### src/rtl/crc8_pkg.sv
// Shared definitions for the serial CRC-8-CCITT link (poly x^8+x^2+x+1, MSB-first, non-reflected).
// Both the frame transmitter and the downstream checker use crc8_step, so they cannot disagree.
package crc8_pkg;

  localparam logic [7:0] CRC8_POLY = 8'h07;
  localparam logic [7:0] CRC8_INIT = 8'hFF;

  typedef enum logic [2:0] {
    ST_IDLE = 3'd0,
    ST_DATA = 3'd1,
    ST_WAIT = 3'd2,
    ST_CRC  = 3'd3,
    ST_GAP  = 3'd4
  } tx_state_e;

  function automatic logic [7:0] crc8_step(input logic [7:0] crc, input logic din);
    logic fb;
    fb = crc[7] ^ din;
    return {crc[6:0], 1'b0} ^ (fb ? CRC8_POLY : 8'h00);
  endfunction

endpackage

### src/rtl/crc8_frame_tx_if.sv
// Byte stream in, bit stream out, for the CRC-8 frame transmitter.
interface crc8_frame_tx_if;
  // Byte side: a beat transfers on a rising edge where s_valid & s_ready are both 1.
  // s_data/s_last are only meaningful while s_valid=1; the source holds them until accepted.
  // Bit side has no back-pressure: tx_bit is a frame bit exactly in cycles with tx_valid=1.
  logic [7:0] s_data;
  logic       s_valid;
  logic       s_last;
  logic       s_ready;
  logic       tx_bit;
  logic       tx_valid;
  logic       tx_sof;
  logic       tx_eof;

  modport slave (
    input  s_data, s_valid, s_last,
    output s_ready, tx_bit, tx_valid, tx_sof, tx_eof
  );

  modport master (
    output s_data, s_valid, s_last,
    input  s_ready, tx_bit, tx_valid, tx_sof, tx_eof
  );
endinterface

### src/rtl/crc8_serial_acc.sv
// Serial CRC-8 register: init has priority over enable, one bit per enabled cycle.
module crc8_serial_acc
  import crc8_pkg::*;
#(
  parameter logic [7:0] INIT = CRC8_INIT
) (
  input  logic       clk,
  input  logic       rstb,
  input  logic       init_i,
  input  logic       en_i,
  input  logic       din_i,
  output logic [7:0] crc_o
);

  logic [7:0] crc_q;
  logic [7:0] crc_d;

  always_comb begin
    crc_d = crc_q;
    if (init_i)    crc_d = INIT;
    else if (en_i) crc_d = crc8_step(crc_q, din_i);
  end

  always_ff @(posedge clk or negedge rstb) begin
    if (!rstb) crc_q <= INIT;
    else       crc_q <= crc_d;
  end

  assign crc_o = crc_q;

endmodule

### src/rtl/crc8_frame_tx.sv
// Bit-serial frame transmitter: payload bytes MSB-first, then the running CRC-8 MSB-first,
// then a fixed inter-frame gap. All outputs decode registered state only.
module crc8_frame_tx
  import crc8_pkg::*;
#(
  parameter logic [7:0]  CRC_INIT   = CRC8_INIT,
  parameter logic [7:0]  CRC_XOROUT = 8'h00,
  parameter int unsigned IFG_CYCLES = 2
) (
  input  logic               clk,
  input  logic               rstb,
  crc8_frame_tx_if.slave     bus,
  output logic               busy_o,
  output tx_state_e          state_o
);

  localparam int GW = (IFG_CYCLES > 1) ? $clog2(IFG_CYCLES) : 1;
  localparam logic [GW-1:0] GAP_LAST = GW'((IFG_CYCLES > 0) ? IFG_CYCLES - 1 : 0);

  tx_state_e     state_q, state_d;
  logic [7:0]    shreg_q, shreg_d;
  logic [7:0]    crc_tx_q, crc_tx_d;
  logic [2:0]    bit_cnt_q, bit_cnt_d;
  logic [GW-1:0] gap_cnt_q, gap_cnt_d;
  logic          last_q, last_d;
  logic          first_q, first_d;

  logic          ready;
  logic          accept;
  logic          crc_init;
  logic          crc_en;
  logic [7:0]    crc_cur;

  // Ready never looks at s_valid, so there is no s_valid -> output path.
  assign ready  = (state_q == ST_IDLE) || (state_q == ST_WAIT) ||
                  ((state_q == ST_DATA) && (bit_cnt_q == 3'd7) && !last_q);
  assign accept = bus.s_valid && ready;

  crc8_serial_acc #(.INIT(CRC_INIT)) u_acc (
    .clk    (clk),
    .rstb   (rstb),
    .init_i (crc_init),
    .en_i   (crc_en),
    .din_i  (shreg_q[7]),
    .crc_o  (crc_cur)
  );

  always_comb begin
    state_d      = state_q;
    shreg_d      = shreg_q;
    crc_tx_d     = crc_tx_q;
    bit_cnt_d    = bit_cnt_q;
    gap_cnt_d    = gap_cnt_q;
    last_d       = last_q;
    first_d      = first_q;
    crc_init     = 1'b0;
    crc_en       = 1'b0;
    bus.tx_valid = 1'b0;
    bus.tx_bit   = 1'b0;
    bus.tx_sof   = 1'b0;
    bus.tx_eof   = 1'b0;

    unique case (state_q)
      ST_IDLE: begin
        if (accept) begin
          shreg_d   = bus.s_data;
          last_d    = bus.s_last;
          bit_cnt_d = 3'd0;
          first_d   = 1'b1;
          crc_init  = 1'b1;
          state_d   = ST_DATA;
        end
      end
      ST_DATA: begin
        bus.tx_valid = 1'b1;
        bus.tx_bit   = shreg_q[7];
        bus.tx_sof   = first_q;
        first_d      = 1'b0;
        crc_en       = 1'b1;
        shreg_d      = {shreg_q[6:0], 1'b0};
        bit_cnt_d    = bit_cnt_q + 3'd1;
        if (bit_cnt_q == 3'd7) begin
          if (last_q) begin
            // Fold in this cycle's bit so the CRC is ready for the very next cycle.
            crc_tx_d = crc8_step(crc_cur, shreg_q[7]) ^ CRC_XOROUT;
            state_d  = ST_CRC;
          end else if (accept) begin
            shreg_d = bus.s_data;
            last_d  = bus.s_last;
          end else begin
            state_d = ST_WAIT;
          end
        end
      end
      ST_WAIT: begin
        if (accept) begin
          shreg_d   = bus.s_data;
          last_d    = bus.s_last;
          bit_cnt_d = 3'd0;
          state_d   = ST_DATA;
        end
      end
      ST_CRC: begin
        bus.tx_valid = 1'b1;
        bus.tx_bit   = crc_tx_q[7];
        crc_tx_d     = {crc_tx_q[6:0], 1'b0};
        bit_cnt_d    = bit_cnt_q + 3'd1;
        if (bit_cnt_q == 3'd7) begin
          bus.tx_eof = 1'b1;
          gap_cnt_d  = '0;
          state_d    = (IFG_CYCLES == 0) ? ST_IDLE : ST_GAP;
        end
      end
      ST_GAP: begin
        gap_cnt_d = gap_cnt_q + GW'(1);
        if (gap_cnt_q == GAP_LAST) state_d = ST_IDLE;
      end
      default: state_d = ST_IDLE;
    endcase
  end

  always_ff @(posedge clk or negedge rstb) begin
    if (!rstb) begin
      state_q   <= ST_IDLE;
      shreg_q   <= '0;
      crc_tx_q  <= '0;
      bit_cnt_q <= '0;
      gap_cnt_q <= '0;
      last_q    <= 1'b0;
      first_q   <= 1'b0;
    end else begin
      state_q   <= state_d;
      shreg_q   <= shreg_d;
      crc_tx_q  <= crc_tx_d;
      bit_cnt_q <= bit_cnt_d;
      gap_cnt_q <= gap_cnt_d;
      last_q    <= last_d;
      first_q   <= first_d;
    end
  end

  assign bus.s_ready = ready;
  assign busy_o      = (state_q != ST_IDLE);
  assign state_o     = state_q;

endmodule

### src/flat_wrapper.sv
// flat-port wrapper written by rule: the top's interface ports become plain ports
module crc8_frame_tx_flat import crc8_pkg::*;
#(
  parameter logic [7:0]  CRC_INIT   = CRC8_INIT,
  parameter logic [7:0]  CRC_XOROUT = 8'h00,
  parameter int unsigned IFG_CYCLES = 2
)
  (clk, rstb, busy_o, state_o, bus_s_data, bus_s_valid, bus_s_last, bus_s_ready, bus_tx_bit, bus_tx_valid, bus_tx_sof, bus_tx_eof);
  crc8_frame_tx_if bus_i ();
  input  logic clk;
  input  logic rstb;
  output logic busy_o;
  output tx_state_e state_o;
  input wire logic [$bits(bus_i.s_data)-1:0] bus_s_data;
  input wire logic [$bits(bus_i.s_valid)-1:0] bus_s_valid;
  input wire logic [$bits(bus_i.s_last)-1:0] bus_s_last;
  output wire logic [$bits(bus_i.s_ready)-1:0] bus_s_ready;
  output wire logic [$bits(bus_i.tx_bit)-1:0] bus_tx_bit;
  output wire logic [$bits(bus_i.tx_valid)-1:0] bus_tx_valid;
  output wire logic [$bits(bus_i.tx_sof)-1:0] bus_tx_sof;
  output wire logic [$bits(bus_i.tx_eof)-1:0] bus_tx_eof;
  assign bus_i.s_data = bus_s_data;
  assign bus_i.s_valid = bus_s_valid;
  assign bus_i.s_last = bus_s_last;
  assign bus_s_ready = bus_i.s_ready;
  assign bus_tx_bit = bus_i.tx_bit;
  assign bus_tx_valid = bus_i.tx_valid;
  assign bus_tx_sof = bus_i.tx_sof;
  assign bus_tx_eof = bus_i.tx_eof;
  crc8_frame_tx #(.CRC_INIT(CRC_INIT), .CRC_XOROUT(CRC_XOROUT), .IFG_CYCLES(IFG_CYCLES)) u_core (.clk(clk), .rstb(rstb), .bus(bus_i), .busy_o(busy_o), .state_o(state_o));
endmodule
### config.mk
export PLATFORM = sky130hd
export DESIGN_NAME = crc8_frame_tx_flat
export DESIGN_NICKNAME = d
export VERILOG_FILES = /design/src/rtl/crc8_pkg.sv /design/src/rtl/crc8_frame_tx_if.sv /design/src/rtl/crc8_serial_acc.sv /design/src/rtl/crc8_frame_tx.sv /design/src/flat_wrapper.sv
export SDC_FILE = /design/constraint.sdc
export NUM_CORES = 1
export LEC_CHECK = 0
export BUFFER_PORTS_ARGS = -buffer_cell sky130_fd_sc_hd__buf_2
export CAP_MARGIN = 20
export CORE_MARGIN = 2
export CORE_UTILIZATION = 51
export DETAILED_ROUTE_END_ITERATION = 6
export GPL_ROUTABILITY_DRIVEN = 0
export MAX_ROUTING_LAYER = met4
export PLACE_DENSITY_LB_ADDON = 0.15
export SLEW_MARGIN = 25
export SYNTH_ARGS = -nofsm -noshare
export SYNTH_HDL_FRONTEND = slang
export SYNTH_SLANG_ARGS = --single-unit
### constraint.sdc
create_clock -name clk -period 1.7 [get_ports clk]
set_input_delay 0.425 -clock clk [delete_from_list [all_inputs] [get_ports clk]]
set_output_delay 0.425 -clock clk [all_outputs]
set_load 0.03 [all_outputs]
==> flow_metrics.env, run 1 <==
export IMPL_dp_worst_setup_slack_ns=-0.05166
export IMPL_cp_num_buf_inv=1
export IMPL_detail_route_wirelength_um=3925
export IMPL_status="finished, violations left"
export IMPL_diodes=0
export IMPL_synth_most_common_cell="dfrtp_1"
export IMPL_violations="negative setup slack"
export IMPL_maxSlewHeadroom_pct=72.14
export IMPL_multi_input_area_um2=872.1
export IMPL_synth_avg_cell_area_um2=10.04
export IMPL_dieHeight_um=62.36
export IMPL_drt_met1_wl_um=1848
export IMPL_ir_drop_mv=0.9869
export IMPL_cp_depth=6
export IMPL_synth_top_flop_cell="dfrtp_1"
export IMPL_vias_per_cell=5.436
export IMPL_vias=1408
export IMPL_synth_area_leaders="dfrtp_1, dfstp_2, nand2_1, nand3_1, o221ai_1"
export IMPL_cap_violations=0
export IMPL_power_density_nw_per_um2=1834
export IMPL_worstSetupEndpointType="primary output"
export IMPL_design_die_area_um2=3888
export IMPL_tritoncts="yes"
export IMPL_total_power_mw=4.121
export IMPL_cp_top_family="flip-flops"
export IMPL_min_period_ns=1.981
export IMPL_wl_met2_um=1916
export IMPL_setup_viol=8
export IMPL_slowest_stage="dfrtp_1"
export IMPL_cts_sinks=33
export IMPL_grt_max_degree=34
export IMPL_yosys_warnings=0
export IMPL_io_buffers=20
export IMPL_cp_arrival_ns=1.56
export IMPL_synth_cells=173
export IMPL_final_nets=226
export IMPL_ys_top_cells_by_count="dfrtp_1, nand2_1, inv_1"
export IMPL_die_w_um=62.36
export IMPL_dp_hpwl_um=2621
export IMPL_routed_wl_met3_um=138
export IMPL_first_iter_violations=62
export IMPL_htreeDepth=2
export IMPL_postRouteAntennaNets=0
export IMPL_num_rows=21
export IMPL_grt_pass1_vias=1393
export IMPL_hold_viol=0
export IMPL_worstSetupPathType="reg -> out"
export IMPL_r2r_cells=7
export IMPL_path_cells="ha_2 > ha_4 > nor3b_4 > nor2_2 > nor2_4 > buf_6"
export IMPL_finalWorstSetupSlack_ns=-0.2808
export IMPL_clock_skew_ns=0.008904
export IMPL_synth_net_count=187
export IMPL_synth_async_reset_ratio_pct=100.0
export IMPL_whs_ns=0.1023
export IMPL_start_util_pct=52.46
export IMPL_worstMarginPinSlew_ns=0.4179
export IMPL_post_route_drc_count=0
export IMPL_numCtsBuffers=5
export IMPL_worstPathRequired_ns=1.27
export IMPL_leakage_nw=1.064
export IMPL_grt_usage_pct=23.65
export IMPL_ys_seq_elements=33
export IMPL_avgRoutedWirePerCell_um=15.15
export IMPL_fillers=273
export IMPL_ys_seq_area_share_pct=48.13
export IMPL_root_buffer="clkbuf_4"
export IMPL_clock_latency_ns=0.33
export IMPL_io_pins=21
export IMPL_drv_slew=0
export IMPL_hold_path_class="in -> async"
export IMPL_yosysTopAreaCellShare_pct=36.02
export IMPL_regArea_um2=839.6
export IMPL_syn_area_um2=1737
export IMPL_firstDrtPassIters=6
export IMPL_syn2layout_area_growth_pct=29.40
export IMPL_grt_ovfl_total=0
export IMPL_yosysTopAreaCell="dfrtp_1"
export IMPL_cp_start_kind="register"
export IMPL_grt_pass1_wl_um=6927
export IMPL_fmax_ghz=0.5049
export IMPL_clkSlewWorstSetupHoldPaths_ns=0.10
export IMPL_top_layer="met4"
export IMPL_max_stage_delay_ns=0.41
export IMPL_crit_path_max_fanout=2
export IMPL_cts_buffer_depth=2
export IMPL_post_route_period_util_pct=116.5
export IMPL_drive_gt1_share_pct=40.38
export IMPL_ys_types=47
export IMPL_synth_edf_count=0
export IMPL_totalNegativeSetupSlack_ns=-1.137
export IMPL_rsz0062_at_grt="yes"
export IMPL_core_area_um2=3311
export IMPL_antenna_found_initial=0
-- layer usage --
| layer | GRT usage, % | up-vias |
|---|---|---|
| met4 | 6.667 | 0 |
| li1 | - | 683 |
| met3 | 5.616 | 2 |
| met2 | 36.68 | 35 |
| met1 | 31.41 | 688 |
| met5 | - | - |
-- path summary, 6_finish.rpt --
kind | from | end | slack [ns]
max | u_core.bit_cnt_q[1] | bus_s_ready | -0.28
max reg2reg | u_core.bit_cnt_q[1] | u_core.crc_tx_q[4] | -0.16
min reg2reg | u_core.first_q | u_core.first_q | 0.50
min in group clk | bus_s_last | u_core.last_q | 0.35
min | rstb | u_core.crc_tx_q[7] | 0.10
max in group asynchronous | rstb | u_core.u_acc.crc_o[1] | 1.26
-- placed cells by master (no fill, tap or decap), drive strengths merged, types with 2 or more instances in the layout --
cell type / synthesis / routed
a21oi: 4 / 4
nor2b: 2 / 2
or3b: 2 / 2
o221ai: 7 / 7
and2: 2 / 2
o221a: 3 / 3
inv: 18 / 18
o21ai: 5 / 5
nand3b: 3 / 3
mux2i: 2 / 2
nand2b: 5 / 5
ha: 2 / 2
a21o: 2 / 2
nand3: 15 / 15
clkbuf: 3 / 7
or2: 3 / 3
nand2: 23 / 23
a22o: 2 / 2
a221o: 2 / 2
and3: 3 / 3
nor2: 6 / 6
dfstp: 8 / 8
dfrtp: 25 / 25
buf: 6 / 41
mux2: 4 / 4
nor3b: 3 / 3
xor3: 2 / 2
-- per-stage QoR --
stage	instance area, um2	instances	util [%]
6_report	2247	259	67.88
5_1_grt	2247	259	67.88
3_3_place_gp	1978	240	59.75
2_1_floorplan	1803	173	-
3_5_place_dp	1978	240	59.75
4_1_cts	2191	256	66.18
-- repair_timing --
action | in CTS | in global routing
gates resized for setup | 21 | 10
pin swaps | 7 | 5
hold buffers | 0 | 0
setup endpoints to repair | 9 | 17
setup buffers | 8 | 3
-- cell families after synthesis --
group           after synthesis  share of synthesized area (%)
compound gates               31                          14.34
xor+xnor                      3                          3.242
fa+ha+maj                     2                          1.441
buf+inv                      27                          6.628
flops                        33                          48.13
mux                           6                          3.746
simple gates                 71                          22.48
-- cell type report --
class                   count  share of cell area (%)
repair buffers             41                   14.25
clock buffers               7                   2.450
clock inverters             1                   1.336
multi-input cells         113                   38.81
flip-flops and latches     33                   37.36
well taps                  46                   2.561
inverters                  18                   3.229
-- report_power, final --
| group | internal, mW | switching, mW |
|---|---|---|
| Sequential | 1.19 | 0.307 |
| Combinational | 1.06 | 0.952 |
| Clock | 0.351 | 0.261 |
| Total | 2.60 | 1.52 |
-- sequential cells by signal (all words and copies together), names as in the netlist --
signal and count:
u_core.crc_tx_q 8, u_core.shreg_q 8, u_core.u_acc.crc_o 8, u_core.bit_cnt_q 3, u_core.state_o 3, u_core.first_q 1, u_core.gap_cnt_q 1, u_core.last_q 1
(Power assumes the default switching activity.)
==> inputs of run 2 (changes only) <==
HOLD_SLACK_MARGIN = 0.06   (was not set)
RECOVER_POWER = 25   (was not set)
==> run 2 against run 1 <==
Effect of this change:
- the flow still finishes with violations (negative setup slack)
- count of clock-buffer cells in the layout unchanged
- utilization decreased by 0.076 points
- clock power about the same
- sequential power about the same
- register-to-register slack about the same
- sequential share of layout area about the same
- clock skew about the same
- final cell count unchanged
- wire length increased by 0.13%
- design area decreased by 0.11%
- combinational power about the same
- critical endpoint unchanged
- largest power group unchanged
==> flow_metrics.env, run 2 (synthesized netlist as in run 1, its figures left out) <==
export IMPL_grt_pass1_vias=1393
export IMPL_numCtsBuffers=5
export IMPL_syn2layout_area_growth_pct=29.25
export IMPL_final_nets=226
export IMPL_fmax_ghz=0.5049
export IMPL_first_iter_violations=62
export IMPL_r2r_cells=7
export IMPL_worstSetupEndpointType="primary output"
export IMPL_r2r_end="u_core.crc_tx_q[4]"
export IMPL_rr_startpoint="u_core.bit_cnt_q[1]"
export IMPL_vias=1415
export IMPL_clkSlewWorstSetupHoldPaths_ns=0.10
export IMPL_worstSetupPathType="reg -> out"
export IMPL_rsz0062_at_grt="yes"
export IMPL_grt_pass1_wl_um=6927
export IMPL_htreeDepth=2
export IMPL_status="finished, violations left"
export IMPL_whs_ns=0.2510
export IMPL_core_area_um2=3311
export IMPL_drv_slew=0
export IMPL_cts_sinks=33
export IMPL_power_density_nw_per_um2=1836
export IMPL_worstMarginPinSlew_ns=0.8205
export IMPL_die_w_um=62.36
export IMPL_antenna_found_initial=0
export IMPL_start_util_pct=52.46
export IMPL_cts_hold_buf=0
export IMPL_min_period_ns=1.981
export IMPL_vias_per_cell=5.463
export IMPL_maxSlewHeadroom_pct=45.30
export IMPL_cp_arrival_ns=1.56
export IMPL_cp_num_buf_inv=1
export IMPL_finalWorstSetupSlack_ns=-0.2807
export IMPL_diodes=0
export IMPL_root_buffer="clkbuf_4"
export IMPL_setup_viol=8
export IMPL_cp_top_family="flip-flops"
export IMPL_cp_start_kind="register"
export IMPL_fillers=274
export IMPL_max_stage_delay_ns=0.41
export IMPL_post_route_drc_count=0
export IMPL_grt_max_degree=34
export IMPL_leakage_nw=1.063
export IMPL_dp_worst_setup_slack_ns=-0.05166
export IMPL_hold_viol=0
export IMPL_violations="negative setup slack"
export IMPL_crit_path_max_fanout=2
export IMPL_regArea_um2=839.6
export IMPL_worstPathRequired_ns=1.27
export IMPL_postRouteAntennaNets=0
export IMPL_slowest_stage="dfrtp_1"
export IMPL_cts_buffer_depth=2
export IMPL_cap_violations=0
export IMPL_firstDrtPassIters=6
export IMPL_detail_route_wirelength_um=3930
export IMPL_dp_hpwl_um=2621
export IMPL_hold_path_class="in -> async"
export IMPL_drive_gt1_share_pct=40.38
export IMPL_ir_drop_mv=0.9867
export IMPL_dieHeight_um=62.36
export IMPL_io_buffers=20
export IMPL_clock_skew_ns=0.008558
export IMPL_grt_usage_pct=23.65
export IMPL_totalNegativeSetupSlack_ns=-1.141
export IMPL_post_route_period_util_pct=116.5
export IMPL_num_rows=21
export IMPL_rrSetupSlack_ns=-0.16
export IMPL_io_pins=21
export IMPL_design_die_area_um2=3888
export IMPL_avgRoutedWirePerCell_um=15.17
export IMPL_tritoncts="yes"
export IMPL_multi_input_area_um2=872.1
export IMPL_clock_latency_ns=0.33
export IMPL_grt_ovfl_total=0
export IMPL_final_util_pct=67.80
export IMPL_final_cell_mix="nand2_1, dfrtp_1, inv_1"
export IMPL_path_cells="ha_2 > ha_4 > nor3b_4 > nor2_2 > nor2_4 > buf_6"
run 2: cell types whose count changed in the layout (fill, tap and decap cells not counted), sizes merged:
cell,previous run,this run
buf,41,40
clkbuf,7,8
run 2: routing by layer:
layer	share of wire (%)	GRT usage [%]	vias to the layer above
li1	-	-	683
met1	47	31.41	690
met2	49	36.68	40
met3	3.7	5.616	2
met4	0.56	6.667	0
met5	0	-	-
run 2: what timing repair did:
action,4_1_cts,5_1_grt
setup endpoints to repair,9,17
gates cloned,0,0
resized for setup,21,10
pin swaps,7,5
setup buffers,8,3
run 2: how the worst max path moves through the flow:
stage,slack (ns),end,cells past startpoint,from
2_1_floorplan,-0.004,bus_s_ready,6,u_core.bit_cnt_q[0]
3_3_place_gp,-0.006,bus_s_ready,6,u_core.bit_cnt_q[0]
3_5_place_dp,-0.05,u_core.crc_tx_q[6],6,u_core.bit_cnt_q[0]
4_1_cts,-0.30,bus_s_ready,6,u_core.bit_cnt_q[1]
5_1_grt,-0.36,bus_s_ready,6,u_core.bit_cnt_q[1]
6_report,-0.28,bus_s_ready,6,u_core.bit_cnt_q[1]
run 2: stage by stage:
stage / instance area, um2 / total power [mW] / cells
2_1_floorplan: 1803 / 2.797 / 173
3_3_place_gp: 1978 / 3.124 / 240
3_5_place_dp: 1978 / 3.228 / 240
4_1_cts: 2191 / 4.045 / 256
5_1_grt: 2245 / 4.442 / 259
6_report: 2245 / 4.122 / 259
run 2: area by class of cell:
type	instances	share of cell area (%)
multi-input cells	113	38.85
repair buffers	41	14.16
clock inverters	1	1.338
clock buffers	7	2.453
inverters	18	3.233
well taps	46	2.564
flip-flops and latches	33	37.40
run 2: power breakdown:
part           switching, mW  internal (mW)  leakage, nW
Sequential             0.308           1.19        0.396
Combinational          0.953           1.06        0.621
Clock                  0.261          0.351       0.0455
Total                   1.52           2.60         1.06
==> inputs of run 3 (changes only) <==
SETUP_SLACK_MARGIN = 0.4   (was not set)
==> run 3 against run 2 <==
Effect of this change:
- the run still ends with negative setup slack left
- critical path type unchanged
- largest power group unchanged
- sequential power about the same
- fmax down 2.9%
- utilization is 13 points higher
- final cell count grew 9.3%
- design area rose by 19%
- via count increased by 15%
- non-clock buffer count grew 23
- clock skew shrank 0.0026 ns
- worst hold slack improved by 0.091 ns
- combinational power increased by 34%
==> flow_metrics.env, run 3 (synthesized netlist as in run 1, its figures left out) <==
export IMPL_use_met3_pct=4.891
export IMPL_worstMarginPinSlew_ns=0.9842
export IMPL_final_common_cell="buf_6"
export IMPL_power_density_nw_per_um2=1774
export IMPL_hold_path_class="in -> reg"
export IMPL_crit_path_max_fanout=4
export IMPL_io_buffers=20
export IMPL_switching_share_pct=38.95
export IMPL_status="finished, violations left"
export IMPL_internal_power_mw=2.900
export IMPL_setup_viol=17
export IMPL_drv_slew=0
export IMPL_numCtsBuffers=5
export IMPL_worstSetupEndpointType="primary output"
export IMPL_worstHoldStart="bus_s_last"
export IMPL_multi_input_area_um2=1057
export IMPL_num_rows=21
export IMPL_vias_per_cell=5.760
export IMPL_postRouteAntennaNets=0
export IMPL_root_buffer="clkbuf_4"
export IMPL_cts_sinks=33
export IMPL_whs_ns=0.3419
export IMPL_start_util_pct=52.46
export IMPL_fin_area_um2=2678
export IMPL_r2r_end="u_core.crc_tx_q[6]"
export IMPL_fmax_ghz=0.4905
export IMPL_worstSetupPathType="reg -> out"
export IMPL_diodes=0
export IMPL_leakage_nw=1.249
export IMPL_post_route_drc_count=0
export IMPL_drive_gt1_share_pct=58.65
export IMPL_core_area_um2=3311
export IMPL_use_met1_pct=34.97
export IMPL_grt_ovfl_total=0
export IMPL_use_met2_pct=45.92
export IMPL_dp_hpwl_um=2699
export IMPL_syn2layout_area_growth_pct=54.18
export IMPL_finalWorstSetupSlack_ns=-0.3389
export IMPL_maxSlewHeadroom_pct=34.39
export IMPL_clock_latency_ns=0.34
export IMPL_final_cell_mix="buf_6, dfrtp_1, buf_4"
export IMPL_htreeDepth=2
export IMPL_rsz0062_at_grt="yes"
export IMPL_worstPathRequired_ns=1.27
export IMPL_die_w_um=62.36
export IMPL_holdPathEnd="u_core.last_q"
export IMPL_min_period_ns=2.039
export IMPL_rr_startpoint="u_core.bit_cnt_q[1]"
export IMPL_design_die_area_um2=3888
export IMPL_power_share_clock_pct=11.1
export IMPL_grt_usage_pct=27.43
export IMPL_avgRoutedWirePerCell_um=17.89
export IMPL_io_pins=21
export IMPL_top_usage_layer="met2"
export IMPL_hold_viol=0
export IMPL_violations="negative setup slack"
export IMPL_cap_violations=0
export IMPL_grt_pass1_vias=1609
export IMPL_clock_skew_ns=0.005925
export IMPL_cts_buffer_depth=2
export IMPL_grt_max_degree=20
export IMPL_detail_route_wirelength_um=5062
export IMPL_tritoncts="yes"
export IMPL_regArea_um2=842.1
export IMPL_final_nets=250
export IMPL_dieHeight_um=62.36
export IMPL_firstDrtPassIters=4
export IMPL_r2r_cells=8
export IMPL_holdPathStages=2
export IMPL_first_iter_violations=127
export IMPL_pwr_share_comb_pct=56.8
export IMPL_rrSetupSlack_ns=-0.25
export IMPL_ir_drop_mv=1.009
export IMPL_clkSlewWorstSetupHoldPaths_ns=0.11
export IMPL_post_dp_cell_area_um2=2021
export IMPL_cp_start_kind="register"
export IMPL_vias=1630
export IMPL_crit_start="u_core.bit_cnt_q[1]"
export IMPL_cp_arrival_ns=1.61
export IMPL_grt_pass1_wl_um=8052
export IMPL_antenna_found_initial=0
export IMPL_seqPwrFrac_pct=32.2
export IMPL_fillers=186
export IMPL_post_route_period_util_pct=119.9
export IMPL_p_sw_mw=1.851
## run 3: cell types whose count changed in the layout (fill, tap and decap cells not counted), sizes merged
cell | previous run | this run
buf | 40 | 62
clkinv | 0 | 1
dlygate4sd3 | 0 | 1
bufinv | 1 | 0
or3b | 2 | 3
## run 3: worst max-delay path, stage by stage, from the launching register on
cell and delay, ns:
dfrtp_1 0.41, ha_2 0.21, ha_4 0.17, buf_4 0.14, buf_8 0.12, nand2_4 0.06, nor2_4 0.03, buf_6 0.13
## run 3: area by class of cell
type,instances,share of cell area (%)
inverter,18,2.804
clock buffer,7,2.430
timing repair buffer,64,21.50
tap,46,2.150
multi-input combinational,114,39.49
clock inverter,1,0.1869
sequential,33,31.45
## run 3: per-layer routing
metal / share of wire, % / vias up
met2: 52 / 59
met5: 0 / -
met3: 4.6 / 11
li1: - / 735
met4: 2.0 / 0
met1: 42 / 825
## run 3: what timing repair did
item | in CTS | in global routing
pin swaps | 19 | 17
endpoints found under the setup margin | 38 | 42
gates cloned | 1 | 0
hold buffers | 1 | 0
setup buffers | 28 | 7
resized for setup | 52 | 33
endpoints found under the hold margin | 14 | 0
## run 3: per-stage QoR
step	setup WS (ns)	total power [mW]	TNS, ns	utilization (%)	std cells
2_1_floorplan	0.0008484	2.906	0	-	173
3_3_place_gp	0.01099	3.181	0	61.04	238
3_5_place_dp	-0.01288	3.280	-0.01288	61.04	238
4_1_cts	-0.3033	4.377	-1.962	75.21	276
5_1_grt	-0.3976	5.036	-3.931	80.88	283
6_report	-0.3389	4.751	-2.319	80.88	283
## run 3: how the worst max path moves through the flow
stage / end / slack (ns) / cells after the start
5_1_grt: bus_s_ready / -0.40 / 6
4_1_cts: bus_s_ready / -0.30 / 6
2_1_floorplan: bus_s_ready / 0.0008 / 6
6_report: bus_tx_eof / -0.34 / 7
3_3_place_gp: bus_s_ready / 0.01 / 6
3_5_place_dp: bus_s_ready / -0.01 / 6
## run 3: power groups by stage
stage          Combinational, mW  Clock, mW  Sequential [mW]
2_1_floorplan               1.49          0             1.42
3_3_place_gp                1.67          0             1.51
3_5_place_dp                1.74          0             1.54
4_1_cts                     2.36      0.522             1.50
5_1_grt                     2.90      0.572             1.57
6_report                    2.70      0.527             1.53
